## src/rtl/demux1x7_reg_pkg.sv

```systemverilog
// Shared constants for the registered 1-to-7 stream demultiplexer.
package demux1x7_reg_pkg;

  localparam int unsigned NUM_OUT    = 7;
  localparam int unsigned SEL_W      = 3;
  localparam logic [2:0]  SEL_DROP   = 3'd7;
  localparam int unsigned DROP_CNT_W = 8;

endpackage

```

## src/rtl/demux1x7_reg_stream_slot.sv

```systemverilog
// One-entry valid/data register: load wins over drain, reset clears the entry.
module stream_slot #(
  parameter int unsigned WIDTH = 16
) (
  input  logic             clk,
  input  logic             rst,
  input  logic             load,
  input  logic [WIDTH-1:0] load_data,
  input  logic             drain,
  output logic             valid,
  output logic [WIDTH-1:0] data
);

  logic             valid_q, valid_d;
  logic [WIDTH-1:0] data_q, data_d;

  always_comb begin
    valid_d = valid_q;
    data_d  = data_q;
    if (load) begin
      // A load in the same cycle as a drain replaces the departing word.
      valid_d = 1'b1;
      data_d  = load_data;
    end else if (valid_q && drain) begin
      valid_d = 1'b0;
    end
  end

  always_ff @(posedge clk or posedge rst) begin
    if (rst) begin
      valid_q <= 1'b0;
      data_q  <= '0;
    end else begin
      valid_q <= valid_d;
      data_q  <= data_d;
    end
  end

  assign valid = valid_q;
  assign data  = data_q;

endmodule

```

## src/rtl/demux1x7_reg.sv

```systemverilog
// Registered 1-to-7 stream demultiplexer with a drop code and saturating drop counter.
module demux1x7_reg
  import demux1x7_reg_pkg::*;
#(
  parameter int unsigned WIDTH = 16
) (
  input  logic                       clk,
  input  logic                       rst,
  input  logic [SEL_W-1:0]           sel,
  input  logic                       in_valid,
  output logic                       in_ready,
  input  logic [WIDTH-1:0]           in_data,
  output logic [NUM_OUT-1:0]         out_valid,
  input  logic [NUM_OUT-1:0]         out_ready,
  output logic [NUM_OUT*WIDTH-1:0]   out_data,
  output logic [DROP_CNT_W-1:0]      drop_cnt
);

  // Padded to 8 entries so sel can index them without a range hazard.
  logic [NUM_OUT:0] valid_ext, ready_ext;
  logic             accept;
  logic [DROP_CNT_W-1:0] drop_q, drop_d;

  assign valid_ext = {1'b0, out_valid};
  assign ready_ext = {1'b0, out_ready};

  always_comb begin
    if (sel == SEL_DROP) begin
      in_ready = 1'b1;
    end else begin
      in_ready = !valid_ext[sel] || ready_ext[sel];
    end
  end

  assign accept = in_valid && in_ready;

  always_comb begin
    drop_d = drop_q;
    if (accept && (sel == SEL_DROP) && (drop_q != '1)) begin
      drop_d = drop_q + 1'b1;
    end
  end

  always_ff @(posedge clk or posedge rst) begin
    if (rst) begin
      drop_q <= '0;
    end else begin
      drop_q <= drop_d;
    end
  end

  assign drop_cnt = drop_q;

  for (genvar i = 0; i < NUM_OUT; i++) begin : g_lane
    stream_slot #(
      .WIDTH(WIDTH)
    ) u_slot (
      .clk      (clk),
      .rst      (rst),
      .load     (accept && (sel == SEL_W'(i))),
      .load_data(in_data),
      .drain    (out_ready[i]),
      .valid    (out_valid[i]),
      .data     (out_data[i*WIDTH +: WIDTH])
    );
  end

endmodule
```

## config.mk

```make
export PLATFORM = sky130hd
export DESIGN_NAME = demux1x7_reg
export DESIGN_NICKNAME = d
export VERILOG_FILES = /design/src/rtl/demux1x7_reg_pkg.sv /design/src/rtl/demux1x7_reg_stream_slot.sv /design/src/rtl/demux1x7_reg.sv
export SDC_FILE = /design/constraint.sdc
export NUM_CORES = 1
export LEC_CHECK = 0
export BUFFER_PORTS_ARGS = -buffer_cell sky130_fd_sc_hd__buf_4
export CAP_MARGIN = 20
export CORE_AREA = 2 2 146 148
export DETAILED_ROUTE_END_ITERATION = 10
export DIE_AREA = 0 0 148 150
export PLACE_DENSITY = 0.54
export SYNTH_ARGS = -nofsm -noshare
export SYNTH_HDL_FRONTEND = slang
export SYNTH_SLANG_ARGS = --single-unit
export TNS_END_PERCENT = 20
```

## constraint.sdc

```tcl
create_clock -name clk -period 4 [get_ports clk]
set_input_delay 0 -clock clk [delete_from_list [all_inputs] [get_ports clk]]
set_output_delay 0 -clock clk [all_outputs]
set_load 0.01 [all_outputs]
```

==> results of run 1 <==
==> area by class of cell <==
type	instances	area [um2]
well taps	275	344
multi-input cells	173	1720
clock buffers	21	470
inverters	6	25.0
fillers	2037	13300
clock inverters	10	184
repair buffers	184	1440
flip-flops and latches	127	3180
==> registers in the layout (all words and copies together) (netlist names) <==
| register | cells |
|---|---|
| drop_cnt | 8 |
| g_lane.u_slot.valid | 7 |
| g_lane.u_slot.data | 112 |
==> through the flow <==
stage,power (uW),hold slack [ns],setup WS (ns)
after floorplan,2180,0.148,0.616
after global placement,2740,0.122,2.21
after detailed placement,2760,0.139,2.13
after CTS,4530,0.0743,2.15
after global routing,4680,0.132,2.05
final,4460,0.0983,2.20
==> how the worst min path moves through the flow <==
stage / start / endpoint / slack, ns / cells after the start
final: sel[2] / drop_cnt[2]$_DFFE_PP0P_ / 0.1 / 4
after global routing: sel[2] / drop_cnt[2]$_DFFE_PP0P_ / 0.13 / 4
after CTS: sel[2] / drop_cnt[2]$_DFFE_PP0P_ / 0.07 / 4
after detailed placement: rst / g_lane[5].u_slot.data[10]$_DFFE_PP0P_ / 0.14 / 2
after global placement: rst / g_lane[5].u_slot.data[10]$_DFFE_PP0P_ / 0.12 / 2
after floorplan: in_data[0] / g_lane[3].u_slot.data[0]$_DFFE_PP0P_ / 0.15 / 1
==> synthesized netlist by cell type, types with 2 or more instances <==
cell                       instances
sky130_fd_sc_hd__o211ai_1          2
sky130_fd_sc_hd__nor3_1            2
sky130_fd_sc_hd__buf_6             4
sky130_fd_sc_hd__nand4_1           3
sky130_fd_sc_hd__nand2b_1         10
sky130_fd_sc_hd__nand2_1          13
sky130_fd_sc_hd__and4_1            3
sky130_fd_sc_hd__buf_2             3
sky130_fd_sc_hd__inv_1             6
sky130_fd_sc_hd__mux2_2          107
sky130_fd_sc_hd__nand3_1           2
sky130_fd_sc_hd__nor2_1            3
sky130_fd_sc_hd__mux2_4            9
sky130_fd_sc_hd__xnor2_1           2
sky130_fd_sc_hd__dfrtp_1         127
sky130_fd_sc_hd__nand3_2           3
sky130_fd_sc_hd__buf_4            11
==> per-layer routing <==
metal | vias to the layer above | wire, um | track usage
met4 | 0 | 333 | 0.0505
met3 | 23 | 797 | 0.0442
met5 | - | 0 | 0
met2 | 108 | 6490 | 0.205
met1 | 1700 | 5850 | 0.153
li1 | 1510 | - | -
==> critical path, delay by kind of cell, from the launching register on <==
kind	cells	cell delay [ns]
simple gates	2	0.67
flops	1	0.38
buf+inv	1	0.29
mux	1	0.35
==> cells by family after synthesis <==
kind of cell             Yosys count
XOR/XNOR                           3
adder cells (fa/ha/maj)            1
flip-flops                       127
AO/OA/AOI/OAI                      6
AND/OR/NAND/NOR                   46
buffers and inverters             24
multiplexers                     117
==> power groups by stage <==
stage / clock network (uW) / logic (uW) / registers, uW
after detailed placement: 0 / 1010 / 1760
after CTS: 1760 / 1030 / 1740
final: 1710 / 1000 / 1740
after global placement: 0 / 993 / 1750
after floorplan: 0 / 321 / 1860
after global routing: 1820 / 1080 / 1770
==> summary by stage, run 1 <==
Setup path
The critical path goes through nand2b_1 -> and4_1 -> buf_4 -> mux2_2. The reg-to-reg endpoint is g_lane[6].u_slot.data[2]$_DFFE_PP0P_. The largest incremental delay on the critical path is 0.55 ns.

The arrival time at the worst endpoint is 2.10 ns. Data on the critical path is required at its endpoint by 4.30 ns. The largest driver fanout on the critical path is 9. The setup slack on the worst flop-to-flop path is 2.20 ns. The worst flop-to-flop path startpoint is g_lane[6].u_slot.valid$_DFFE_PP0P_. The critical path is of the reg -> reg type. The capturing instance or port of the critical path is g_lane[6].u_slot.data[2]$_DFFE_PP0P_. The slowest stage of the critical path belongs to the cell sky130_fd_sc_hd__and4_1. The kind of start point of the critical path is a register. In this run the worst setup path begins at g_lane[6].u_slot.valid$_DFFE_PP0P_. The endpoint kind of the worst setup timing path is a register.

The number of cells on the worst reg-to-reg path is 4.

Timing
The time the worst path needs with I/O delays and setup is 1.80 ns. Setup repair after global routing left no endpoint under its margin. The final worst clock skew is 0.00748 ns.

Setup total negative slack on the finished layout was measured at 0 ns. The number of slew-limit violations in the final report is 0. The top achievable clock speed is 0.555 GHz. The final setup violation count is 0. For the pin with the worst max-slew slack, the measured transition is 0.718 ns. The final hold violation count is 0. The final period utilization is 0.450. The worst pin sits at a relative slew slack of 0.520.

Drt
Summing over every cut layer, the via total after detailed routing is 3341. In the final routed layout, each cell accounts on average for 16.9 um. The number of design rule violations left after detail routing is 0.

The number of vias per cell after detailed routing is 4.20. The routed wire length is 13.5 mm. Once detail routing completed, the nets flagged for antenna violations numbered 0. The first TritonRoute pass finished after 4 iterations. The number of design-rule violations left by the first detailed-router iteration is 110.

Power
For this design the static power due to leakage is 0.00343 uW. The largest vdd supply drop is 280 uV. The switching power is 1150 uW.

The share of total power dissipated in sequential elements is 0.390. The share of total power dissipated in combinational logic is 0.226. The power density over the cells is 605 nW/um2.

The share of total power dissipated in the clock network is 0.385. The proportion of total power due to net switching is 0.258. Internal power comes to 3300 uW.

Logic synthesis
The complex-gate fraction of the synthesized area is 0.00841. Sorting the synthesized cells by area gives the leading types as sky130_fd_sc_hd__dfrtp_1 63%, sky130_fd_sc_hd__mux2_2 24%, sky130_fd_sc_hd__mux2_4 2.7%. Of the total synthesized cell area, the portion taken by XOR and XNOR cells is 0.00519. The count of synthesis-stage warnings from yosys is 0. Summing every instance area after synthesis gives 5060 um2. The distinct cell type count after synthesis is 31.

The adder-cell share of the synthesized area is 0.00247. Synthesis produced a netlist whose cell count is 324. The dominant combinational cell family by area after synthesis is multiplexers.

The average instance in the mapped netlist occupies 15.6 um2. sky130_fd_sc_hd__dfrtp_1 takes more of the synthesized area than any other cell. Counting flops and latches in the post-synthesis netlist gives 127. The synthesized netlist net count is 354. The multiplexer share of the synthesized area is 0.267.

For this run, the leading register cell type out of synthesis is sky130_fd_sc_hd__dfrtp_1. Of all flip-flops after synthesis, the portion carrying an async set or reset was 1.00. The area fraction of the dominant cell type after synthesis is 0.628. Of the synthesized area, sequential elements account for 0.628. The number of synthesized flops with an enable pin is 0. The basic-gate share of the synthesized area counting and, or, nand and nor cells is 0.0564.

Place
The final weighted congestion in routability-driven placement is 0.713. Summed over all nets, the half-perimeter wirelength after detailed placement is 9.04 mm. Counting tap cells, the placed design contains a total of 741 instances. The number of buffer cells added on primary ports is 156. The placed instances occupy a cell area of 6460 um2.

Floorplanning
The area of the core region is 20700 um2. In this run the core area contains 53 standard-cell rows. The area of the die is 22200 um2. The die extent in x is 148 um. 157 I/O pins were placed.

The height of the die is 150 um. For this configuration, the core starts out at a cell density of 0.245.

Global route
The first global-routing pass estimated 20.9 mm of wire. The via count of the first global-routing pass is 3644. The initial antenna violation count is 0. For this run, the total global-route usage over all layers was measured as 0.126. Summed over all layers, the global routing overflow is 0. The pin count of the biggest net entering global routing is 51.

Layout
The net total in the final layout is 539. The share of final-layout standard cells stronger than drive strength 1 is 0.603. The repair_antennas step left the layout with diodes totalling 0. The library cell used most frequently in the layout, excluding fill and tap cells, is sky130_fd_sc_hd__buf_4. Excluding fillers, the count of instances in the completed layout stands at 796. From synthesis to final layout, the design area changed by 45.5%. The top cell types in the final layout, fill and taps aside, are 160 x sky130_fd_sc_hd__buf_4, 127 x sky130_fd_sc_hd__dfrtp_1, 107 x sky130_fd_sc_hd__mux2_2, 24 x sky130_fd_sc_hd__dlygate4sd3_1, 17 x sky130_fd_sc_hd__clkbuf_16. Measured on the finished design, the core utilization comes to 0.356.

After routing the design area is 7360 um2.

Clock network
TritonCTS created 17 clock buffers. The number of buffers inserted to repair setup after CTS is 0. TritonCTS built the clock tree. The number of clock sinks is 127. The CTS H-tree depth is 4. After clock tree synthesis, the repair step resized 0 gates. In this run, post-CTS hold repair placed 24 buffers. In this run the deepest clock path goes through 2 buffers. The clock root buffer is sky130_fd_sc_hd__clkbuf_16. The later pin in the worst-skew pair is clocked with a latency of 0.41 ns. The clock slew at the register clock pins of the worst setup and hold paths is 0.06 ns.

Flow run
The max-cap violation count is 0.

Hold path
The min-delay analysis places its worst path in the category in -> reg.

Status
The run finished with clean final reports.
Note: power is estimated with default switching activity, not from simulation.
==> run 2, diff against run 1 <==
==> constraint.sdc (replaced) <==
create_clock -name clk -period 1.7 [get_ports clk]
set_input_delay 0 -clock clk [delete_from_list [all_inputs] [get_ports clk]]
set_output_delay 0 -clock clk [all_outputs]
set_load 0.01 [all_outputs]
==> run 2 against run 1 <==
Compared with the run above:
- clock skew barely moved
- sequential share of layout area shrank 0.57 points
- total power up 130%
- die area unchanged
- first-iteration DRC count grew 18%
- clock-buffer cell count shrank 4
- clock power rose by 120%
- register-to-register slack got worse by 2.1 ns
- cell area rose by 1.3%
- global-route usage grew 0.26 points
- hold slack worse by 0.051 ns
- combinational power increased by 140%
- largest cell class unchanged
==> summary by stage, run 2 (same netlist as run 1, synthesis figures left out) <==
Status
Status: finished, final reports clean (unchanged).

Setup path
The dominant delay contributor by cell family on the critical path was flip-flops (was simple AND/OR/NAND/NOR gates). The total buffers and inverters traversed by the critical path is 0 (was 1). The required time at the worst-slack endpoint came to 1.99 ns (was 4.30 ns). The kind of start point of the critical path is a register (unchanged). The depth of the most critical reg-to-reg path is 4 (unchanged). The largest incremental delay on the critical path was 0.43 ns (was 0.55 ns). The category of the most critical setup path is reg -> reg (unchanged). The arrival time at the worst endpoint was 1.92 ns (was 2.10 ns). The endpoint kind of the worst setup timing path is a register (unchanged). The largest driver fanout on the critical path is 5 (was 9). The setup slack on the worst flop-to-flop path was 0.07 ns (was 2.20 ns). The worst flop-to-flop path startpoint is drop_cnt[0]$_DFFE_PP0P_ (was g_lane[6].u_slot.valid$_DFFE_PP0P_). Cell Chain, Critical Path: ha_1 -> nand4_1 -> o21ai_1 -> mux2_2 (was nand2b_1 -> and4_1 -> buf_4 -> mux2_2). The reg-to-reg endpoint is drop_cnt[1]$_DFFE_PP0P_ (was g_lane[6].u_slot.data[2]$_DFFE_PP0P_). The highest-delay cell along the critical path is sky130_fd_sc_hd__dfrtp_1 (was sky130_fd_sc_hd__and4_1).

Layout
The antenna diode instance count is 0 (unchanged). The commonest non-fill, non-tap cell in the layout is sky130_fd_sc_hd__buf_4 (unchanged). The final instance area is 7460 um2 (was 7360 um2). The flip-flop count of the largest register after layout is 112 (unchanged). The share of final-layout standard cells stronger than drive strength 1 is 0.618 (was 0.603). Most frequent cells in the layout: 167 x sky130_fd_sc_hd__buf_4, 127 x sky130_fd_sc_hd__dfrtp_1, 106 x sky130_fd_sc_hd__mux2_2, 24 x sky130_fd_sc_hd__dlygate4sd3_1, 17 x sky130_fd_sc_hd__clkbuf_16 (was 160 x sky130_fd_sc_hd__buf_4, 127 x sky130_fd_sc_hd__dfrtp_1, 107 x sky130_fd_sc_hd__mux2_2, 24 x sky130_fd_sc_hd__dlygate4sd3_1, 17 x sky130_fd_sc_hd__clkbuf_16).

The relative area change from synthesis to final layout is 47.4% (was 45.5%). The net total in the final layout is 549 (was 539). The final cell utilization of the core was 0.360 (was 0.356).

Drt
The number of vias per cell after detailed routing is 4.22 (was 4.20). The number of design-rule violations left by the first detailed-router iteration is 130 (was 110). The length of the first detailed-routing pass in iterations came to 4 (unchanged).

The detailed-route via count is 3409 (was 3341). The length of routed met2 wiring is 7.02 mm (was 6.49 mm). The antenna violation net count after detailed routing is 0 (unchanged). The detail-routed net length per standard cell is 16.9 um (about the same).

The number of design rule violations left after detail routing is 0 (unchanged). The routed wire length was 13.7 mm (was 13.5 mm). The wire length on met1 came to 5.74 mm (was 5.85 mm). The met3 wire length came to 727 um (was 797 um).

The highest routing layer actually used was met4 (unchanged).

Floorplanning
The number of core rows is 53 (unchanged). The height of the die is 150 um (unchanged). The effective utilization at floorplan came to 0.245 (unchanged). The die extent in x is 148 um (unchanged). The number of top-level pins is 157 (unchanged).

The area of the core region came to 20700 um2 (unchanged). The area of the die was 22200 um2 (unchanged).

Timing
The slew at the pin closest to its max-slew limit is 0.686 ns (was 0.718 ns). The number of slew-limit violations in the final report is 0 (unchanged). The worst relative slew slack is 0.542 (was 0.520).

The final setup violation count is 0 (unchanged). The time the worst path needs with I/O delays and setup was 1.63 ns (was 1.80 ns). The final hold violation count came to 0 (unchanged). The post-route setup TNS was 0 ns (unchanged).

The final worst clock skew is 0.00738 ns (was 0.00748 ns). The post-route worst setup slack is 0.0718 ns (was 2.20 ns). RSZ-0062 raised after global routing: true (was false).

The final period utilization was 0.958 (was 0.450). The top achievable clock speed is 0.614 GHz (was 0.555 GHz).

Power
The proportion of total power due to net switching is 0.283 (was 0.258). The switching power is 2880 uW (was 1150 uW). The internal power came to 7300 uW (was 3300 uW). The largest vdd supply drop was 637 uV (was 280 uV).

The part of the power in registers was 0.400 (was 0.390). The fraction of power consumed by the clock network is 0.363 (was 0.385). The leakage power was 0.00348 uW (was 0.00343 uW). The power density over the cells is 1370 nW/um2 (was 605 nW/um2). The part of the total power dissipated in combinational logic is 0.237 (was 0.226).

Global route
The via count of the first global-routing pass is 3747 (was 3644). The pin count of the biggest net entering global routing is 128 (was 51). The initial antenna violation count is 0 (unchanged). The remaining global-route overflow is 0 (unchanged). The overall global routing resource usage is 0.129 (was 0.126). The wire length of the first global-routing pass is 21.5 mm (was 20.9 mm).

Hold path
The startpoint of the most critical hold path is sel[2] (unchanged). The destination of the worst hold path is g_lane[0].u_slot.valid$_DFFE_PP0P_ (was drop_cnt[2]$_DFFE_PP0P_). The type of the worst min-delay path is in -> reg (unchanged). The number of instances on the worst hold path was 4 (unchanged).

Clock network
The clock slew at the register clock pins of the worst setup and hold paths is 0.06 ns (about the same). The clock root buffer was sky130_fd_sc_hd__clkbuf_16 (unchanged). The CTS H-tree depth came to 4 (unchanged). The number of buffers created by CTS is 17 (unchanged). The maximum clock path buffer count is 2 (unchanged). The CTS tree is done (unchanged). The number of clock sinks is 127 (unchanged).

The clock insertion delay at the later pin of the skew report is 0.41 ns (about the same).

Place
The pre-CTS setup slack is 0.0278 ns (was 2.13 ns). The cell area after placement is 6580 um2 (was 6460 um2). The post-detailed-placement half-perimeter wirelength was 9.56 mm (was 9.04 mm). The final weighted congestion in routability-driven placement is 0.788 (was 0.713). The number of buffer cells added on primary ports is 156 (unchanged).

Flow run
The max-cap violation count came to 0 (unchanged).
==> run 2: worst reg2reg max path: stages (launching register included) <==
cell and delay (ns):
sky130_fd_sc_hd__dfrtp_1 0.43, sky130_fd_sc_hd__ha_1 0.26, sky130_fd_sc_hd__nand4_1 0.16, sky130_fd_sc_hd__o21ai_1 0.29, sky130_fd_sc_hd__mux2_2 0.38
==> run 2: cell type report <==
type / instances / area [um2]
clock buffers: 17 / 425
repair buffers: 194 / 1550
flip-flops and latches: 127 / 3180
fillers: 2034 / 13200
multi-input cells: 173 / 1750
well taps: 275 / 344
inverters: 6 / 26.3
clock inverters: 15 / 176
==> run 2: how the worst max path moves through the flow <==
stage | cells after the start | from | slack [ns] | endpoint
4_1_cts | 4 | drop_cnt[0]$_DFFE_PP0P_ | 0.004 | drop_cnt[1]$_DFFE_PP0P_
2_1_floorplan | 1 | rst | 0.13 | drop_cnt[0]$_DFFE_PP0P_
6_report | 4 | drop_cnt[0]$_DFFE_PP0P_ | 0.07 | drop_cnt[1]$_DFFE_PP0P_
3_5_place_dp | 4 | drop_cnt[0]$_DFFE_PP0P_ | 0.03 | drop_cnt[1]$_DFFE_PP0P_
5_1_grt | 5 | g_lane[4].u_slot.valid$_DFFE_PP0P_ | -0.03 | in_ready
3_3_place_gp | 4 | drop_cnt[0]$_DFFE_PP0P_ | 0.11 | drop_cnt[1]$_DFFE_PP0P_
==> run 2: timing repair <==
| action | 4_1_cts | 5_1_grt |
|---|---|---|
| pin swaps | 1 | 1 |
| hold buffers | 24 | 0 |
| endpoints found under the hold margin | 246 | 0 |
| resized for setup | 3 | 4 |
| endpoints found under the setup margin | 1 | 2 |
| setup buffers | 0 | 0 |
==> run 2: per-layer routing <==
| metal | track usage | vias to the layer above |
|---|---|---|
| met5 | 0 | - |
| met4 | 0.0424 | 0 |
| met3 | 0.0412 | 15 |
| met2 | 0.215 | 86 |
| met1 | 0.157 | 1774 |
| li1 | - | 1534 |
==> run 2: power groups by stage <==
stage | clock network (uW) | registers [uW] | logic, uW
after CTS | 3820 | 4080 | 2460
after global routing | 3950 | 4160 | 2590
final | 3690 | 4080 | 2410
after detailed placement | 0 | 4130 | 2400
after floorplan | 0 | 4360 | 755
after global placement | 0 | 4100 | 2370
==> run 2: through the flow <==
stage,hold slack (ns),instances,power [uW]
final,0.0470,807,10200
after detailed placement,0.272,751,6530
after global routing,0.0729,807,10700
after global placement,0.251,751,6460
after floorplan,0.148,324,5120
after CTS,0.00760,807,10400
==> run 3, diff against run 2 <==
--- a/config.mk
+++ b/config.mk
@@ -7,11 +7,12 @@
 export LEC_CHECK = 0
 export BUFFER_PORTS_ARGS = -buffer_cell sky130_fd_sc_hd__buf_4
 export CAP_MARGIN = 20
-export CORE_AREA = 2 2 146 148
+export CORE_AREA = 2 2 150 152
 export DETAILED_ROUTE_END_ITERATION = 10
-export DIE_AREA = 0 0 148 150
+export DIE_AREA = 0 0 152 154
 export PLACE_DENSITY = 0.54
 export SYNTH_ARGS = -nofsm -noshare
 export SYNTH_HDL_FRONTEND = slang
+export SYNTH_HIERARCHICAL = 1
 export SYNTH_SLANG_ARGS = --single-unit
 export TNS_END_PERCENT = 20
==> run 3 against run 2 <==
Compared with the run above:
- the flow now finishes with violations (negative setup slack)
- combinational power up 19%
- clock-buffer cell count is 3 higher
- synthesized area rose by 6.5%
- utilization increased by 1.9 points
- final cell count up 5.0%
- fmax shrank 9.0%
- register-to-register slack lost 0.16 ns
- sequential share of layout area fell by 4.0 points
- global-route usage rose by 1.1 points
- die area grew 5.4%
- first-iteration DRC count is 6.2% lower
- highest routed layer unchanged
==> summary by stage, run 3 <==
Clock network
The CTS H-tree depth is 4 (unchanged). The number of clock sinks is 127 (unchanged). The clock root buffer is sky130_fd_sc_hd__clkbuf_16 (unchanged). The clock insertion delay at the later pin of the skew report is 0.41 ns (about the same). The number of buffers created by CTS is 17 (unchanged). The CTS tree is done (unchanged). The clock slew at the register clock pins of the worst setup and hold paths is 0.06 ns (about the same).

The maximum clock path buffer count is 2 (unchanged).

Place
The post-placement cell count is 778 (was 751). The post-detailed-placement half-perimeter wirelength is 11.7 mm (was 9.56 mm). The final weighted congestion in routability-driven placement is 0.779 (was 0.788). The number of buffer cells added on primary ports was 156 (unchanged).

Layout
The relative area change from synthesis to final layout is 52.6% (was 47.4%). The share of final-layout standard cells stronger than drive strength 1 is 0.633 (was 0.618). The flip-flop count of the largest register after layout is 112 (unchanged). Most frequent cells in the layout: 177 x sky130_fd_sc_hd__buf_4, 127 x sky130_fd_sc_hd__dfrtp_1, 98 x sky130_fd_sc_hd__mux2_4, 24 x sky130_fd_sc_hd__dlygate4sd3_1, 20 x sky130_fd_sc_hd__inv_1 (was 167 x sky130_fd_sc_hd__buf_4, 127 x sky130_fd_sc_hd__dfrtp_1, 106 x sky130_fd_sc_hd__mux2_2, 24 x sky130_fd_sc_hd__dlygate4sd3_1, 17 x sky130_fd_sc_hd__clkbuf_16). The final cell utilization of the core is 0.379 (was 0.360). The net total in the final layout was 584 (was 549). The antenna diode instance count is 0 (unchanged).

The commonest non-fill, non-tap cell in the layout is sky130_fd_sc_hd__buf_4 (unchanged). The count of placed standard cells in the final layout, fillers left out is 847 (was 807).

Setup path
The kind of start point of the critical path is a register (unchanged). The endpoint kind of the worst setup timing path is a register (unchanged). The required time at the worst-slack endpoint is 1.99 ns (about the same). The category of the most critical setup path is reg -> reg (unchanged). The largest driver fanout on the critical path was 8 (was 5). The arrival time at the worst endpoint was 2.08 ns (was 1.92 ns).

The worst flop-to-flop path startpoint was g_lane[5].u_slot/valid$_DFFE_PP0P_ (was drop_cnt[0]$_DFFE_PP0P_). The start point of the critical path is g_lane[5].u_slot/valid$_DFFE_PP0P_ (was drop_cnt[0]$_DFFE_PP0P_).

Global route
The wire length of the first global-routing pass is 24.2 mm (was 21.5 mm). The remaining global-route overflow is 0 (unchanged). The overall global routing resource usage came to 0.139 (was 0.129).

The pin count of the biggest net entering global routing is 18 (was 128). The via count of the first global-routing pass is 3889 (was 3747). The initial antenna violation count was 0 (unchanged).

Drt
The number of design rule violations left after detail routing is 0 (unchanged). The number of design-rule violations left by the first detailed-router iteration came to 122 (was 130). The length of the first detailed-routing pass in iterations was 4 (unchanged).

The antenna violation net count after detailed routing is 0 (unchanged). The detailed-route via count came to 3578 (was 3409). The detail-routed net length per standard cell came to 19.4 um (was 16.9 um). The routed wire length is 16.4 mm (was 13.7 mm).

The number of vias per cell after detailed routing is 4.22 (about the same).

Timing
The post-route setup TNS is -3.04 ns (was 0 ns). The final setup violation count was 65 (was 0). The final worst clock skew was 0.00742 ns (was 0.00738 ns). The slew at the pin closest to its max-slew limit is 0.874 ns (was 0.686 ns). The number of slew-limit violations in the final report is 0 (unchanged). RSZ-0062 raised after global routing: true (unchanged). The post-route worst setup slack is -0.0891 ns (was 0.0718 ns). The final period utilization was 1.05 (was 0.958). The worst relative slew slack is 0.417 (was 0.542). The final hold violation count is 0 (unchanged). The top achievable clock speed is 0.559 GHz (was 0.614 GHz). The time the worst path needs with I/O delays and setup is 1.79 ns (was 1.63 ns). The worst hold slack was 0.0766 ns (was 0.0470 ns).

Power
The fraction of power consumed by the clock network was 0.361 (was 0.363). The part of the power in registers is 0.379 (was 0.400). The leakage power is 0.00398 uW (was 0.00348 uW). The part of the total power dissipated in combinational logic came to 0.261 (was 0.237). The internal power is 8050 uW (was 7300 uW). The total power is 11000 uW (was 10200 uW). The proportion of total power due to net switching was 0.268 (was 0.283). The power density over the cells is 1340 nW/um2 (was 1370 nW/um2).

The switching power came to 2950 uW (was 2880 uW). The largest vdd supply drop came to 575 uV (was 637 uV).

Logic synthesis
The biggest area consumer among synthesized cells was sky130_fd_sc_hd__dfrtp_1 (unchanged). The predominant post-synthesis flop cell is sky130_fd_sc_hd__dfrtp_1 (unchanged). The cell with the most instances after synthesis was sky130_fd_sc_hd__dfrtp_1 (unchanged). Top cells by area, synth: sky130_fd_sc_hd__dfrtp_1 59%, sky130_fd_sc_hd__mux2_4 18%, sky130_fd_sc_hd__mux2_2 11% (was sky130_fd_sc_hd__dfrtp_1 63%, sky130_fd_sc_hd__mux2_2 24%, sky130_fd_sc_hd__mux2_4 2.7%). The post-synthesis area per instance came to 16.2 um2 (was 15.6 um2). The cell count after synthesis is 333 (was 324). The distinct cell type count after synthesis came to 30 (was 31). The count of synthesis-stage warnings from yosys is 6 (was 0). Most instantiated cells after synthesis: 127 x sky130_fd_sc_hd__dfrtp_1, 64 x sky130_fd_sc_hd__mux2_4, 51 x sky130_fd_sc_hd__mux2_2 (was 127 x sky130_fd_sc_hd__dfrtp_1, 107 x sky130_fd_sc_hd__mux2_2, 13 x sky130_fd_sc_hd__nand2_1).

The synthesized netlist net count is 363 (was 354). The proportion of synthesized chip area in sequential cells is 0.590 (was 0.628). The summed instance area of the synthesized netlist is 5390 um2 (was 5060 um2).

The share of synthesized flip-flops with an asynchronous set or reset is 1.00 (unchanged). The number of synthesized flops with an enable pin is 0 (unchanged). The area fraction of the dominant cell type after synthesis came to 0.590 (was 0.628).

The flip-flop and latch count after synthesis is 127 (unchanged).

Flow run
The max-cap violation count came to 0 (unchanged).

Floorplanning
The die extent in x is 152 um (was 148 um). The height of the die is 154 um (was 150 um). The effective utilization at floorplan came to 0.248 (was 0.245). The area of the die is 23400 um2 (was 22200 um2). The area of the core region came to 21700 um2 (was 20700 um2). The number of top-level pins is 157 (unchanged).

The number of core rows is 54 (was 53).

Hold path
The type of the worst min-delay path is in -> reg (unchanged). The startpoint of the most critical hold path is sel[2] (unchanged).

Status
Status: finished with violations (was finished, final reports clean). The checks that failed: negative setup slack.
run 3: per-layer routing:
metal / part of all wire / wire (um) / track usage
met5: 0 / 0 / 0
met1: 0.43 / 7030 / 0.167
met3: 0.048 / 784 / 0.0423
met4: 0.013 / 218 / 0.0423
met2: 0.51 / 8410 / 0.240
run 3: cell families after synthesis:
logic type / Yosys count / share of synthesized area
simple gates: 31 / 0.0297
xor+xnor: 4 / 0.00650
fa+ha+maj: 1 / 0.00232
flops: 127 / 0.590
compound gates: 17 / 0.0248
buf+inv: 36 / 0.0581
mux: 117 / 0.289
run 3: area by class of cell:
class	instances	area (um2)
Inverter	20	75.1
Sequential cell	127	3180
Multi-Input combinational cell	170	2080
Clock buffer	20	467
Fill cell	2066	13500
Clock inverter	12	180
Timing Repair Buffer	218	1890
Tap cell	280	350
run 3: worst max-delay path: stages, from the launching register on:
cell	delay, ns
sky130_fd_sc_hd__dfrtp_1	0.38
sky130_fd_sc_hd__mux2i_1	0.14
sky130_fd_sc_hd__o22a_1	0.14
sky130_fd_sc_hd__o21ai_1	0.05
sky130_fd_sc_hd__buf_4	0.16
sky130_fd_sc_hd__nor3_4	0.17
sky130_fd_sc_hd__buf_6	0.16
sky130_fd_sc_hd__clkbuf_16	0.17
sky130_fd_sc_hd__mux2_4	0.29
run 3: per-stage QoR:
| stage | area [um2] | setup slack, ns |
|---|---|---|
| 2_1_floorplan | 5390 | 0.0139 |
| 3_3_place_gp | 6970 | -0.185 |
| 3_5_place_dp | 6970 | -0.184 |
| 4_1_cts | 8070 | -0.0815 |
| 5_1_grt | 8220 | -0.180 |
| 6_report | 8220 | -0.0891 |
run 3: power groups by stage:
stage                     sequential [uW]  clock [uW]  combinational (uW)
after floorplan                      4430           0                 951
after global placement               4170           0                2660
after detailed placement             4200           0                2710
after CTS                            4160        4080                2840
after global routing                 4250        4230                3040
final                                4160        3970                2870
run 3: final timing paths:
path	endpoint	slack, ns	cells after the start
worst max-delay path	g_lane[6].u_slot/data[4]$_DFFE_PP0P_	-0.09	8
worst min-delay path	drop_cnt[2]$_DFFE_PP0P_	0.08	4
worst max register to register	g_lane[6].u_slot/data[4]$_DFFE_PP0P_	-0.09	8
worst min register to register	g_lane[2].u_slot/data[13]$_DFFE_PP0P_	0.51	1
max in group asynchronous	g_lane[4].u_slot/data[9]$_DFFE_PP0P_	0.76	3
min in group asynchronous	drop_cnt[2]$_DFFE_PP0P_	0.14	3
run 3: repair_timing:
action,4_1_cts,5_1_grt
resized for setup,26,21
hold endpoints to repair,218,0
setup endpoints to repair,65,80
hold buffers,24,0
pin swaps,5,3
gates cloned,2,2
setup buffers,6,3
